## src/rtl/axis_block_tx.sv

```systemverilog
// Serializes 128-bit FIFO blocks into 32-bit AXI-Stream beats, MSW first, TLAST closing the packet.
// Define AXIS_TX_BSWAP_EN to byte-reverse every beat; word order and timing are unaffected.
module axis_block_tx #(
    parameter int unsigned DATA_WIDTH = 128,
    parameter int unsigned AXIS_WIDTH = 32,
    parameter int unsigned WORDS      = 4,
    parameter int unsigned CNT_WIDTH  = 16
) (
    input  logic                  clk,
    input  logic                  reset_n,
    input  logic                  tx_start,
    input  logic [CNT_WIDTH-1:0]  tx_blocks,
    output logic                  busy,
    output logic                  done,
    input  logic [DATA_WIDTH-1:0] fifo_rdata,
    input  logic                  fifo_read_tvalid,
    output logic                  fifo_read_tready,
    output logic [AXIS_WIDTH-1:0] m_axis_tdata,
    output logic                  m_axis_tvalid,
    input  logic                  m_axis_tready,
    output logic                  m_axis_tlast
);

    localparam int unsigned IdxW = (WORDS > 1) ? $clog2(WORDS) : 1;
    localparam logic [IdxW-1:0] LastIdx = IdxW'(WORDS - 1);

    typedef enum logic [1:0] {StIdle, StFetch, StSend} state_e;

    state_e                state_q;
    logic [CNT_WIDTH-1:0]  blocks_left_q;
    logic [DATA_WIDTH-1:0] block_q;
    logic [IdxW-1:0]       word_idx_q;
    logic                  done_q;
    logic [AXIS_WIDTH-1:0] word;

    always_ff @(posedge clk or negedge reset_n) begin
        if (!reset_n) begin
            state_q       <= StIdle;
            blocks_left_q <= '0;
            block_q       <= '0;
            word_idx_q    <= '0;
            done_q        <= 1'b0;
        end else begin
            done_q <= 1'b0;
            case (state_q)
                StIdle: begin
                    if (tx_start && (tx_blocks != '0)) begin
                        blocks_left_q <= tx_blocks;
                        state_q       <= StFetch;
                    end
                end
                StFetch: begin
                    if (fifo_read_tvalid) begin
                        block_q    <= fifo_rdata;
                        word_idx_q <= '0;
                        state_q    <= StSend;
                    end
                end
                StSend: begin
                    if (m_axis_tready) begin
                        if (word_idx_q != LastIdx) begin
                            word_idx_q <= word_idx_q + 1'b1;
                            // The beat on the wire is always the top word of block_q.
                            block_q    <= block_q << AXIS_WIDTH;
                        end else begin
                            blocks_left_q <= blocks_left_q - 1'b1;
                            if (blocks_left_q == CNT_WIDTH'(1)) begin
                                done_q  <= 1'b1;
                                state_q <= StIdle;
                            end else begin
                                state_q <= StFetch;
                            end
                        end
                    end
                end
                default: state_q <= StIdle;
            endcase
        end
    end

    assign word = block_q[DATA_WIDTH-1 -: AXIS_WIDTH];

`ifdef AXIS_TX_BSWAP_EN
    function automatic logic [AXIS_WIDTH-1:0] bswap(input logic [AXIS_WIDTH-1:0] w);
        logic [AXIS_WIDTH-1:0] r;
        r = '0;
        for (int unsigned i = 0; i < AXIS_WIDTH / 8; i++) begin
            r[8*i +: 8] = w[AXIS_WIDTH-8-8*i +: 8];
        end
        return r;
    endfunction

    assign m_axis_tdata = bswap(word);
`else
    assign m_axis_tdata = word;
`endif

    assign m_axis_tvalid    = (state_q == StSend);
    assign m_axis_tlast     = (state_q == StSend) && (word_idx_q == LastIdx) &&
                              (blocks_left_q == CNT_WIDTH'(1));
    assign fifo_read_tready = (state_q == StFetch);
    assign busy             = (state_q != StIdle);
    assign done             = done_q;

endmodule

```

## config.mk

```make
export PLATFORM = sky130hd
export DESIGN_NAME = axis_block_tx
export DESIGN_NICKNAME = d
export VERILOG_FILES = /design/src/rtl/axis_block_tx.sv
export SDC_FILE = /design/constraint.sdc
export NUM_CORES = 1
export LEC_CHECK = 0
export BUFFER_PORTS_ARGS = -buffer_cell sky130_fd_sc_hd__clkbuf_2
export CAP_MARGIN = 25
export CORE_MARGIN = 5
export CORE_UTILIZATION = 53
export CTS_CLUSTER_DIAMETER = 80
export CTS_CLUSTER_SIZE = 24
export DETAILED_ROUTE_END_ITERATION = 10
export PLACE_DENSITY = 0.89
export SYNTH_ARGS = -nofsm -noshare
export SYNTH_HDL_FRONTEND = slang
export SYNTH_SLANG_ARGS = --single-unit
```

## constraint.sdc

```tcl
create_clock -name clk -period 2.4 [get_ports clk]
set_input_delay 0.12 -clock clk [delete_from_list [all_inputs] [get_ports clk]]
set_output_delay 0.12 -clock clk [all_outputs]
set_load 0.05 [all_outputs]
```

==> qor.txt, run 1 <==
Run status -> complete, no violations
Starting Density -> 0.5431
Io pins -> 186
CP startpoint kind -> flip-flop
Via/cell ratio -> 5.522
DRC -> 0
Mean Syn Cell Area -> 9.640 um^2
Syn_nets -> 901
Critical path startpoint -> blocks_left_q[1]
Worst EP required -> 2280 ps
Die W -> 126.7 um
Slew Limit Fails -> 0
Post-DP HPWL -> 12960 um
Largest net degree at the start of global routing -> 135
Die Area -> 16060 um^2
Max transition margin -> 0.4185
Row count -> 42
Die Ht -> 126.7 um
Post-synth top area share -> 0.5164
Port Buf Inserts -> 185
EDFF count, synth -> 0
Core Box Area -> 13300 um^2
Worst path top cell family by delay -> simple AND/OR/NAND/NOR gates
Initial antenna violation count -> 0
Syn Std Cell Area -> 7221 um^2
Pwr per Cell Area -> 1300 nW/um^2
WP depth -> 6
Max incr delay on CP -> 470 ps
H-tree depth -> 4
CTS buffer count -> 17
Final period demand of the worst path -> 2347 ps
Clock skew -> 6.566 ps
FF-to-FF path depth -> 6
Clock sink count -> 149
Total Nets Final -> 1106
Gpl congestion -> 0.8790
Detailed-route via count -> 6312
Overflow after GRT -> 0
Post-synth top area cell -> dfrtp_1
Bufs and invs on worst path -> 2
Worst hold slack -> 5.760 ps
Total track usage -> 0.2550
CP max-delay cell -> or4b_4
Most used DFF post-synth -> dfrtp_1
Worst Hold Depth -> 3
Final period utilization -> 0.9780
Pleak -> 4.496 nW
Worst r2r dst -> blocks_left_q[12]
Dpl ws -> 123.7 ps
Post-DRT Antenna Nets -> 0
Commonest cells in the synthesized netlist -> 176 x nand2_1, 149 x dfrtp_1, 135 x o21ai_0
Post-layout util -> 0.7130
F_max -> 426.0 MHz
Reg2reg setup slack -> 230 ps
Pre-antenna DRT Iters -> 4
Crit Path Max Fanout -> 4
Max Cap Violations -> 0
Clock Path Buffers -> 2
#FFs+latches synth -> 149
Clk_lat worst skew -> 420 ps
Area grow syn2layout -> 31.28%
Async S/R FF share, synth -> 1.000
Avg WL per Cell -> 17.80 um
CTS root buf -> clkbuf_16
CTS tree -> done
Crit path kind -> flip-flop to primary output
Worst setup EP type -> primary output
Worst-Margin Slew -> 869.0 ps
Worst reg2reg path startpoint -> blocks_left_q[0]
WL final -> 20340 um
RSZ-0062 raised after global routing -> yes
Most frequent cell after synthesis -> nand2_1
Final hold vios -> 0
Post-synth cell types -> 46
Iteration-0 DRC Markers -> 547
CP Capture Point -> m_axis_tlast
Critical path cell sequence -> inv_2 > ha_1 > or4b_4 > nor4_4 > and3_4 > buf_8
Top post-synthesis cells by area -> dfrtp_1 52%, mux2i_1 13%, o21ai_0 9.4%, nand2_1 9.1%, buf_4 3.3%
Crit path DAT -> 2230 ps
Global-route wire length before repair -> 32320 um
HP Class -> primary input to flip-flop
Sequential share of the synthesized area -> 0.5164
Setup violators final -> 0
Clk slew on worst S/H paths -> 60 ps
Synth warn -> 0
Post-Synthesis Cells -> 749
PnR worst setup slack -> 52.78 ps
Inserted Diodes -> 0
Post-route total power -> 12.32 mW
Ratio of cells with drive above 1 in the final layout -> 0.2544
Peak supply drop -> 0.0007660 V
Vias in the first global route -> 6461
-- worst min-delay path by stage --
stage                     startpoint               end  slack, ps
finish                fifo_rdata[34]       block_q[34]          6
global route        fifo_read_tvalid        state_q[1]          5
CTS                   fifo_rdata[91]       block_q[91]        0.5
detailed placement           reset_n  blocks_left_q[1]        160
global placement             reset_n  blocks_left_q[1]        160
floorplan                    reset_n        block_q[0]       -180
-- cell type report --
type	count	area, um^2
clock buffer	21	470.5
clock inverter	11	148.9
fill	920	3816
inverter	10	42.54
multi-input combinational	506	3040
sequential	149	3729
tap	176	220.2
timing repair buffer	270	1828
-- per-stage QoR --
step | instance area [um^2] | TNS [ps] | instances
2_1_floorplan | 7221 | 0 | 749
3_3_place_gp | 8123 | 0 | 1041
3_5_place_dp | 8123 | 0 | 1041
4_1_cts | 9473 | 0 | 1143
5_1_grt | 9479 | -24.80 | 1143
6_report | 9479 | 0 | 1143
-- worst min-delay path, delay by kind of cell --
kind	cells	cell delay [ps]
buf+inv	1	80
mux	1	50
compound gates	1	140
-- routing by layer --
metal | up-vias | track usage | routed length (um)
met2 | 286 | 0.3969 | 9637
li1 | 2984 | - | -
met4 | 0 | 0.1319 | 894
met3 | 73 | 0.06305 | 1371
met5 | - | 0 | 0
met1 | 2969 | 0.3319 | 8441
-- cells in the final DEF (no fill, tap or decap), types with 8 or more instances in the layout --
cell	Yosys	final
mux2i_1	96	96
nand2_1	176	176
dlygate4sd3_1	0	69
inv_1	9	8
o21ai_0	135	135
nor2_1	8	8
clkbuf_2	0	183
buf_4	32	10
dfrtp_1	149	149
clkbuf_16	0	17
-- power breakdown --
group,switching [mW],internal (mW)
registers,0.806,3.70
clock network,1.04,1.72
logic,3.33,1.73
-- repair_timing --
item,CTS,global route
setup buffers,1,0
hold buffers,69,0
pin swaps,1,0
gates resized for setup,6,4
hold endpoints to repair,128,0
endpoints found under the setup margin,1,2
-- cells by family (layout without fill, tap and decap cells) --
family,Yosys count,after routing,synth area share
and+or+nand+nor,225,225,0.1317
AOI/OAI and AO/OA,182,182,0.1452
DFF,149,149,0.5164
muxes,96,96,0.1331
buffers and inverters,94,312,0.06845
adders and majority gates,3,3,0.005199
-- state kept, by name, summed over array words and instances (netlist names) --
register,count
block_q,128
blocks_left_q,16
state_q,2
word_idx_q,2
done,1
Note: power is estimated with default switching activity, not from simulation.
==> run 2, diff against run 1 <==
--- a/config.mk
+++ b/config.mk
@@ -12,6 +12,7 @@
 export CTS_CLUSTER_DIAMETER = 80
 export CTS_CLUSTER_SIZE = 24
 export DETAILED_ROUTE_END_ITERATION = 10
+export MAX_ROUTING_LAYER = met4
 export PLACE_DENSITY = 0.89
 export SYNTH_ARGS = -nofsm -noshare
 export SYNTH_HDL_FRONTEND = slang
==> qor.txt, run 2 (same netlist as run 1, synthesis figures left out) <==
Multi-input logic area -> 3043 um^2
H-tree depth -> 4
Post-layout util -> 0.7103
HP Class -> primary input to flip-flop
Clk_lat worst skew -> 430 ps
Pre-antenna DRT Iters -> 5
CTS root buf -> clkbuf_16
Area grow syn2layout -> 30.79%
Io pins -> 186
Global-route wire length before repair -> 32510 um
Die Ht -> 126.7 um
Clock sink count -> 149
Worst EP required -> 2280 ps
Storage cell area -> 3729 um^2
Final period utilization -> 0.9702
Iteration-0 DRC Markers -> 658
Dpl ws -> 156.1 ps
Critical path cell sequence -> inv_2 > ha_1 > or4b_4 > nor4_4 > and3_4 > buf_8
WL final -> 20330 um
Worst hold slack -> -3.021 ps
Worst-Margin Slew -> 710.9 ps
Hold Crit Start -> fifo_rdata[114]
Die Area -> 16060 um^2
Initial antenna violation count -> 0
Gate power share -> 0.407
Fillcell total -> 895
Placed standard-cell area -> 8100 um^2
Row count -> 42
CTS tree -> done
Worst reg2reg path startpoint -> word_idx_q[0]
Internal power -> 7.167 mW
Run status -> complete, but fails checks
Clock Power Share -> 0.229
Fin area -> 9444 um^2
Crit path DAT -> 2210 ps
Avg WL per Cell -> 17.86 um
Die W -> 126.7 um
Switching share of power -> 0.4207
F_max -> 429.5 MHz
Core Box Area -> 13300 um^2
Max incr delay on CP -> 480 ps
Setup violators final -> 0
Largest net degree at the start of global routing -> 127
Flop pwr share -> 0.364
Peak supply drop -> 0.0005989 V
Clock Path Buffers -> 2
Switching Power -> 5.205 mW
Clk slew on worst S/H paths -> 60 ps
Overflow after GRT -> 0
Worst Hold Depth -> 3
Most common cell after layout, fill and taps aside -> clkbuf_2
CTS buffer count -> 17
Worst setup EP type -> primary output
Ratio of cells with drive above 1 in the final layout -> 0.2526
Clock skew -> 10.30 ps
Commonest cells after routing, fill and taps aside -> 183 x clkbuf_2, 176 x nand2_1, 149 x dfrtp_1
Slew Limit Fails -> 0
Max Cap Violations -> 0
Gpl congestion -> 0.8897
Via/cell ratio -> 5.533
DRC -> 0
Detailed-route via count -> 6297
Violated checks -> negative hold slack
Vias in the first global route -> 6255
Final hold vios -> 1
Inserted Diodes -> 0
Total track usage -> 0.2661
Placed insts -> 1038
Post-DRT Antenna Nets -> 0
Final TNS setup -> 0 ps
Max transition margin -> 0.5196
Post-route total power -> 12.37 mW
Largest Register -> block_q
Crit Path Max Fanout -> 4
Crit path kind -> flip-flop to primary output
Max FFs per register -> 128
Total Nets Final -> 1101
CP max-delay cell -> or4b_4
Starting Density -> 0.5431
Final period demand of the worst path -> 2328 ps
Post-DP HPWL -> 12810 um
CP startpoint kind -> flip-flop
FF-to-FF path depth -> 5
Critical path startpoint -> blocks_left_q[1]
Top flop regs -> block_q (128), blocks_left_q (16)
RSZ-0062 raised after global routing -> yes
Port Buf Inserts -> 185
PnR worst setup slack -> 71.61 ps
Layout Cells excl Fill -> 1138
Pwr per Cell Area -> 1310 nW/um^2
Pleak -> 4.481 nW
==> run 2: cell count changes in the layout (fill, tap and decap cells not counted), sizes merged <==
cell	previous run	this run
clkbuf	204	203
clkinv	4	6
clkinvlp	3	1
dlygate4sd3	69	67
bufinv	3	4
buf	18	15
==> run 2: per-layer routing <==
layer,GRT usage,vias up,wire (um)
met5,-,-,0
met4,0.1306,0,777
met3,0.05212,66,1163
met2,0.4078,277,9785
met1,0.3402,2971,8601
li1,-,2983,-
==> run 2: area by class of cell <==
type | instances | area share
multi-input combinational | 506 | 0.3222
timing repair buffer | 265 | 0.1891
tap | 176 | 0.02332
inverter | 10 | 0.004505
clock inverter | 12 | 0.01881
sequential | 149 | 0.3948
clock buffer | 20 | 0.04730
==> run 2: final timing paths <==
check	endpoint	slack, ps
min reg2reg	block_q[18]	480
min	block_q[114]	-3
max	m_axis_tlast	70
max reg2reg	block_q[58]	150
min in group asynchronous	blocks_left_q[0]	270
max in group asynchronous	block_q[124]	1430
==> run 2: what timing repair did <==
action | 4_1_cts | 5_1_grt
cloned | 0 | 0
setup buffers | 1 | 0
setup endpoints to repair | 1 | 4
resized for setup | 6 | 4
pin swaps | 1 | 0
hold buffers | 66 | 1
hold endpoints to repair | 132 | 1
==> run 2: power by group through the flow <==
stage               logic [mW]  clock network, mW  registers (mW)
floorplan                 4.08                  0            4.24
global placement          4.64                  0            4.41
detailed placement        4.81                  0            4.50
CTS                       4.96               2.84            4.46
global route              5.51               2.99            4.65
finish                    5.04               2.84            4.50
==> run 2: worst max-delay path: cells and delay by family, from the launching register on <==
family / cells / cell delay [ps]
adder cells (fa/ha/maj): 1 / 120
buffers and inverters: 2 / 210
flip-flops: 1 / 400
AND/OR/NAND/NOR: 3 / 1050
